$ cat config.mk
export PLATFORM = sky130hd
export DESIGN_NAME = mem_arbiter
export DESIGN_NICKNAME = d
export VERILOG_FILES = /design/src/rtl/mem_arbiter.sv
export SDC_FILE = /design/constraint.sdc
export NUM_CORES = 1
export LEC_CHECK = 0
export CAP_MARGIN = 0
export CORE_ASPECT_RATIO = 2
export CORE_MARGIN = 3
export CORE_UTILIZATION = 36
export CTS_CLUSTER_SIZE = 24
export DETAILED_ROUTE_END_ITERATION = 10
export GPL_ROUTABILITY_DRIVEN = 1
export PLACE_DENSITY_LB_ADDON = 0.05
export SLEW_MARGIN = 20
export SYNTH_ARGS = -nofsm -noshare
export SYNTH_HDL_FRONTEND = slang
export SYNTH_SLANG_ARGS = --single-unit
export TNS_END_PERCENT = 20
$ cat constraint.sdc
create_clock -name clk -period 1.8 [get_ports clk]
set_input_delay 0.36 -clock clk [delete_from_list [all_inputs] [get_ports clk]]
set_output_delay 0.36 -clock clk [all_outputs]
set_load 0.01 [all_outputs]
$ cat src/rtl/mem_arbiter.sv
// N-channel arbiter granting the single mem_cntrl port to one requester at a time.
// Define MEM_ARB_RR_EN for round-robin selection; left undefined, the lowest eligible index wins.
module mem_arbiter #(
  parameter int NUM_CH     = 2,
  parameter int ADDR_WIDTH = 24,
  parameter int DATA_WIDTH = 16,
  parameter int IDW        = (NUM_CH > 1) ? $clog2(NUM_CH) : 1
) (
  input  logic                         clk,
  input  logic                         rst_n,
  input  logic [NUM_CH-1:0]            ch_en,
  input  logic [NUM_CH*ADDR_WIDTH-1:0] ch_addr,
  input  logic [NUM_CH*DATA_WIDTH-1:0] ch_data_in,
  input  logic [NUM_CH-1:0]            ch_r_en,
  input  logic [NUM_CH-1:0]            ch_w_en,
  output logic [NUM_CH-1:0]            ch_rdy,
  output logic [NUM_CH-1:0]            ch_cplt,
  output logic [DATA_WIDTH-1:0]        ch_data_out,
  output logic [ADDR_WIDTH-1:0]        mem_addr,
  output logic [DATA_WIDTH-1:0]        mem_data_in,
  output logic                         mem_r_en,
  output logic                         mem_w_en,
  input  logic                         mem_rdy,
  input  logic                         mem_cplt,
  input  logic [DATA_WIDTH-1:0]        mem_data_out,
  output logic                         busy,
  output logic [IDW-1:0]               grant_id
);
  localparam logic [1:0] S_IDLE  = 2'd0;
  localparam logic [1:0] S_ISSUE = 2'd1;
  localparam logic [1:0] S_WAIT  = 2'd2;
  localparam logic [1:0] S_DONE  = 2'd3;

  logic [1:0]            state_q, state_d;
  logic [IDW-1:0]        grant_q, grant_d;
  logic                  wr_q, wr_d;
  logic [ADDR_WIDTH-1:0] addr_q, addr_d;
  logic [DATA_WIDTH-1:0] wdata_q, wdata_d;
  logic [DATA_WIDTH-1:0] rdata_q, rdata_d;
  logic [NUM_CH-1:0]     elig;
  logic [NUM_CH-1:0]     rot;
  logic                  found;
  logic [IDW-1:0]        win_id;

  assign elig = ch_en & (ch_r_en | ch_w_en);

`ifdef MEM_ARB_RR_EN
  logic [IDW-1:0] ptr_q, ptr_d;
  int             idx;

  // Search wraps from the pointer, which sits one past the last winner.
  always_comb begin
    found  = 1'b0;
    win_id = '0;
    idx    = 0;
    rot    = '0;
    for (int k = 0; k < NUM_CH; k++) begin
      idx = int'(ptr_q) + k;
      if (idx >= NUM_CH) idx -= NUM_CH;
      rot = elig >> idx;
      if (!found && rot[0]) begin
        found  = 1'b1;
        win_id = IDW'(idx);
      end
    end
  end

  always_comb begin
    ptr_d = ptr_q;
    if (state_q == S_IDLE && mem_rdy && found)
      ptr_d = (int'(win_id) == NUM_CH - 1) ? '0 : win_id + 1'b1;
  end

  always_ff @(posedge clk) begin
    if (!rst_n) ptr_q <= '0;
    else        ptr_q <= ptr_d;
  end
`else
  always_comb begin
    found  = 1'b0;
    win_id = '0;
    rot    = '0;
    for (int k = NUM_CH - 1; k >= 0; k--) begin
      rot = elig >> k;
      if (rot[0]) begin
        found  = 1'b1;
        win_id = IDW'(k);
      end
    end
  end
`endif

  always_comb begin
    state_d = state_q;
    grant_d = grant_q;
    wr_d    = wr_q;
    addr_d  = addr_q;
    wdata_d = wdata_q;
    rdata_d = rdata_q;
    case (state_q)
      S_IDLE: begin
        if (mem_rdy && found) begin
          state_d = S_ISSUE;
          grant_d = win_id;
          // A simultaneous read and write request resolves to the write.
          wr_d    = ch_w_en[win_id];
          addr_d  = ADDR_WIDTH'(ch_addr >> (win_id * ADDR_WIDTH));
          wdata_d = DATA_WIDTH'(ch_data_in >> (win_id * DATA_WIDTH));
        end
      end
      S_ISSUE: state_d = S_WAIT;
      S_WAIT: begin
        if (mem_cplt) begin
          rdata_d = mem_data_out;
          state_d = S_DONE;
        end
      end
      default: state_d = S_IDLE;
    endcase
  end

  always_ff @(posedge clk) begin
    if (!rst_n) begin
      state_q <= S_IDLE;
      grant_q <= '0;
      wr_q    <= 1'b0;
      addr_q  <= '0;
      wdata_q <= '0;
      rdata_q <= '0;
    end else begin
      state_q <= state_d;
      grant_q <= grant_d;
      wr_q    <= wr_d;
      addr_q  <= addr_d;
      wdata_q <= wdata_d;
      rdata_q <= rdata_d;
    end
  end

  // Memory-side outputs come only from registered state.
  assign busy        = (state_q != S_IDLE);
  assign ch_rdy      = (state_q == S_IDLE && mem_rdy) ? ch_en : '0;
  assign ch_cplt     = (state_q == S_DONE) ? (NUM_CH'(1) << grant_q) : '0;
  assign ch_data_out = rdata_q;
  assign mem_addr    = addr_q;
  assign mem_data_in = wdata_q;
  assign mem_r_en    = (state_q == S_ISSUE) && !wr_q;
  assign mem_w_en    = (state_q == S_ISSUE) && wr_q;
  assign grant_id    = grant_q;

endmodule

# After elaboration in Yosys (flattened, before gate mapping)
# Index checks and enable logic that the tools add are counted.
[classes]
add_sub_neg = 0
n_mul = 1
div = 0
order_cmp = 1
eq_ne = 5
shift = 3
mux = 10
bitwise_logic = 2
reduce_logical = 10
[op_table]
columns = ["op", "count"]
rows = [
  ["$shr 48x6->24", 1],
  ["$shr 32x5->16", 1],
  ["$mux 2", 4],
  ["$pmux 2 s3", 1],
  ["$reduce_and 2->1", 3],
  ["$mux 1", 5],
  ["$eq 2x2->1 const B", 2],
  ["$logic_and 1x1->1", 4],
  ["$ne 2x2->1 const B", 2],
  ["$mul 1x2->3 const B", 1],
  ["$and 2x2->2", 1],
  ["$eq 2x1->1 const B", 1],
  ["$logic_not 2->1", 1],
  ["$lt 1x2->1 const B", 1],
  ["$or 2x2->2", 1],
  ["$reduce_bool 2->1", 1],
  ["$shl 1x1->2 const A", 1],
  ["$logic_not 1->1", 1],
]
[word_totals]
register_bits = 60
latchBits = 0
mem_bits_rw = 0
rom_bits = 0
in_bits = 106
output_inout_bits = 64
elab_cells = 38
mem_count = 0

# Depth between registers and ports, before layout
[depth]
depth_word = 7
depth_mapped = 8
mapped_depth_nobuf = 6

# Worst setup path before layout
# No wires, ideal clock.
[synth_path]
path_kind = "register -> register"
from = "register state_q[0]"
to = "register addr_q[10], in the netlist mem_addr[10]"
t_arrival_ns = 1.334
slack_ns = 0.396
path_stages_with_launch = 9
n_path_buf = 2
synth_period_minus_slack_ns = 1.404
path_cell_list = "dfxtp_1 inv_1 ha_1 nand2_1 a21oi_1 buf_2 buf_2 o21ai_0 a21oi_1"
[synth_between]
elab_chain_cells = 2
[synth_lines]
columns = ["item", "line_no", "source"]
rows = [
  ["start: declaration", "34", "logic [1:0] state_q, state_d;"],
  ["start signal: assignment", "131", "state_q <= state_d;"],
  ["$logic_not 2->1", "100", "case (state_q)"],
  ["$reduce_and 2->1 (no source line)", "-", ""],
  ["end signal: assignment", "134", "addr_q <= addr_d;"],
  ["end: declaration", "37", "logic [ADDR_WIDTH-1:0] addr_q, addr_d;"],
]
# Every way passes these cells.
# A chain may end at the register's enable or synchronous reset.

# Worst setup path after layout
[layout_path]
from = "register state_q[0]"
to = "output ch_rdy[1]"
[layout_between]
elab_chain_cells = 3
[layout_lines]
columns = ["item", "line_no", "source"]
rows = [
  ["$logic_not 2->1", "142", "assign ch_rdy = (state_q == S_IDLE && mem_rdy) ? ch_en : '0;"],
  ["$logic_and 1x1->1", "142", ""],
  ["$mux 2", "142", ""],
  ["end: declaration", "16", "output logic [NUM_CH-1:0] ch_rdy,"],
]
# Every way passes these cells.

==> results.yml <==
yosys:
  seq_area_frac_synth: 0.458
  synth.avg_cell_area_um2: 9.11
  ys_ff_latch: 60
  ys_types: 22
  synth_nets: 398
  netlist_area_um2: 2620
  syn_inst: 288
  synth_warnings: 0
power:
  seqPwrFrac: 0.357
  p_switching_mw: 1.34
  p_per_area_nw_per_um2: 1020
  ir_drop_uv: 665
  combPwrFrac: 0.340
  power.total_mw: 4.78
  intPower_mw: 3.44
  clockPowerShare: 0.303
  swShare: 0.280
  p_leak_nw: 1.81
sta:
  finalMaxSlewViolations: 0
  hold_ws_ns: 0.459
  tightest_slew_ns: 0.334
  layout_setup_ws_ns: 0.0593
  min_period_over_period: 0.967
  rsz0062_at_grt: "no"
  final_hold_viol_count: 0
  slew_headroom: 0.776
  fin_crit_ns: 1.74
  skew_ns: 0.00523
  fmax_ghz: 0.574
  setup_violations: 0
cts:
  cts.sinks: 60
  insertion_delay_ns: 0.32
  cts_max_level: 3
  clock_path_buffers: 2
  cts-root-buf: "clkbuf_16"
  cts_hold_repair.buffers: 0
  cts_tree: "done"
  cts_setup_buffers: 0
  clkSlewWorstSetupHoldPaths_ns: 0.05
  cts_buffers: 9
min_path:
  hp-class: "reg2reg"
  holdCritStartpoint: "ch_data_out[15]"
global_routing:
  grt_pass1_vias: 2521
  grt_pass1_wl_um: 12100
  grt_start_max_net_pins: 63
  antenna_found_initial: 0
  grt_usage: 0.188
  grtUsageMet2: 0.337
  gr-usage-met3: 0.0629
  grt-ovfl-total: 0
  met1_usage: 0.187
  grt_busiest_layer: "met2"
detailed_routing:
  drtIter0Drc: 179
  vias: 2633
  drtPass1Iterations: 4
  viasPerCell: 4.80
  drc: 0
  drt_wl_total_um: 7750
  wl_per_cell_um: 14.1
  ant_nets: 0
floorplanning:
  coreArea_um2: 6990
  ios: 170
  row_count: 43
  die_x_um: 66.4
  die-area_um2: 8410
  start_util: 0.375
  die_h_um: 127
cells_and_area:
  nNetsFinal: 568
  layout.cells.non_filler: 549
  final_common_cell: "clkdlybuf4s50_1"
  diodes: 0
  layout_common_cells: "clkdlybuf4s50_1 (161), dfxtp_1 (58), o21ai_0 (43)"
  final_util: 0.673
  fillers: 587
  drive_gt1_frac: 0.0675
  area_delta_synth_final_pct: 79.5
worst_setup_path:
  worstSetupPathType: "reg2out"
  end_kind: "output pin"
  cp-start-kind: "flip-flop"
  worst_ep_required_time_ns: 1.44
  critPathMaxFanout: 4
  crit_arrival_ns: 1.38
  reg2reg_from: "state_q[0]"
  timing.rr.end: "mem_addr[22]"
  worstSetupEndpoint: "ch_rdy[1]"
  crit_path_start: "state_q[0]"
  rr_worst_depth: 8
  ff2ff_setup_slack_ns: 0.17
flow_run:
  cap_violations: 0
status:
  status: "completed"
placed_design:
  io_buffers: 169
  hpwl_um: 5800
  post-place-ws_ns: -0.196
  dp.cells: 537
  gp_routability_congestion: 0.810
==> area by class of cell <==
cell class                 instances  area, um2  area share
tap                               90        113      0.0239
clock buffer                      12        246      0.0524
multi-input combinational        202       1290       0.274
inverter                           3       11.3     0.00239
sequential                        60       1200       0.256
timing repair buffer             182       1850       0.392
==> per-layer routing <==
layer  share of wire  vias to the layer above
li1                -                     1338
met1            0.36                     1183
met2            0.55                       99
met3           0.071                       13
met4           0.024                        0
met5               0                        -
==> power by group through the flow <==
stage | registers [mW] | clock network, mW | logic, mW
after floorplan | 1.82 | 0 | 0.582
after global placement | 1.71 | 0 | 1.64
final | 1.71 | 1.45 | 1.63
after detailed placement | 1.72 | 0 | 1.66
after CTS | 1.71 | 1.49 | 1.66
after global routing | 1.74 | 1.54 | 1.78
==> cell families (layout without fill, tap and decap cells) <==
logic type               after synthesis  count (layout)  synth area share
buffers and inverters                 26             197            0.0601
AO/OA/AOI/OAI                        105             105             0.219
multiplexers                          41              41             0.156
AND/OR/NAND/NOR                       52              52            0.0868
adder cells (fa/ha/maj)                4               4            0.0191
flip-flops                            60              60             0.458
==> synthesized netlist by cell type <==
library cell	instances	area, um2
o21a_1	1	7.51
and2_1	3	18.8
mux2i_1	41	410
and3_1	2	12.5
o21ai_0	43	215
o21ai_2	1	8.76
buf_4	1	7.51
o21ai_1	1	5.00
clkbuf_1	9	33.8
a311oi_1	1	8.76
a21boi_1	1	7.51
dfxtp_1	60	1200
nor2b_1	7	43.8
a21boi_0	15	113
ha_1	4	50.1
nor2_1	2	7.51
inv_1	3	11.3
nand3_1	2	10.0
a21oi_1	42	210
buf_2	9	45.0
nand2_1	36	135
buf_8	4	60.1
==> registers in the layout, summed over array words and instances (netlist names) <==
register and flops:
state_q 2, mem_addr 24, mem_data_in 16, ch_data_out 16
wr_q 1, grant_id 1
==> per-stage QoR <==
stage | setup TNS [ns] | cell area, um2
floorplan | 0 | 2620
global placement | -5.43 | 4450
detailed placement | -6.67 | 4450
CTS | -0.257 | 4700
global route | 0 | 4710
finish | 0 | 4710
==> how the worst min path moves through the flow <==
| stage | slack [ns] | cells after the start | endpoint |
|---|---|---|---|
| 2_1_floorplan | 0.47 | 2 | state_q[1] |
| 3_5_place_dp | 0.46 | 2 | ch_data_out[10] |
| 4_1_cts | 0.46 | 2 | ch_data_out[15] |
| 5_1_grt | 0.48 | 2 | ch_data_out[14] |
| 6_report | 0.46 | 2 | ch_data_out[15] |
| 3_3_place_gp | 0.44 | 2 | ch_data_out[7] |
==> critical path: stages, from the launching register on <==
cell and delay [ns]:
dfxtp_2 0.33, inv_1 0.08, ha_2 0.22, and3_1 0.16, dlygate4sd2_1 0.27
==> what timing repair did <==
action / CTS / global route
endpoints found under the setup margin: 7 / 2
endpoints found under the hold margin: 0 / 0
resized for setup: 9 / 2
Power figures use the tool's default switching activity.
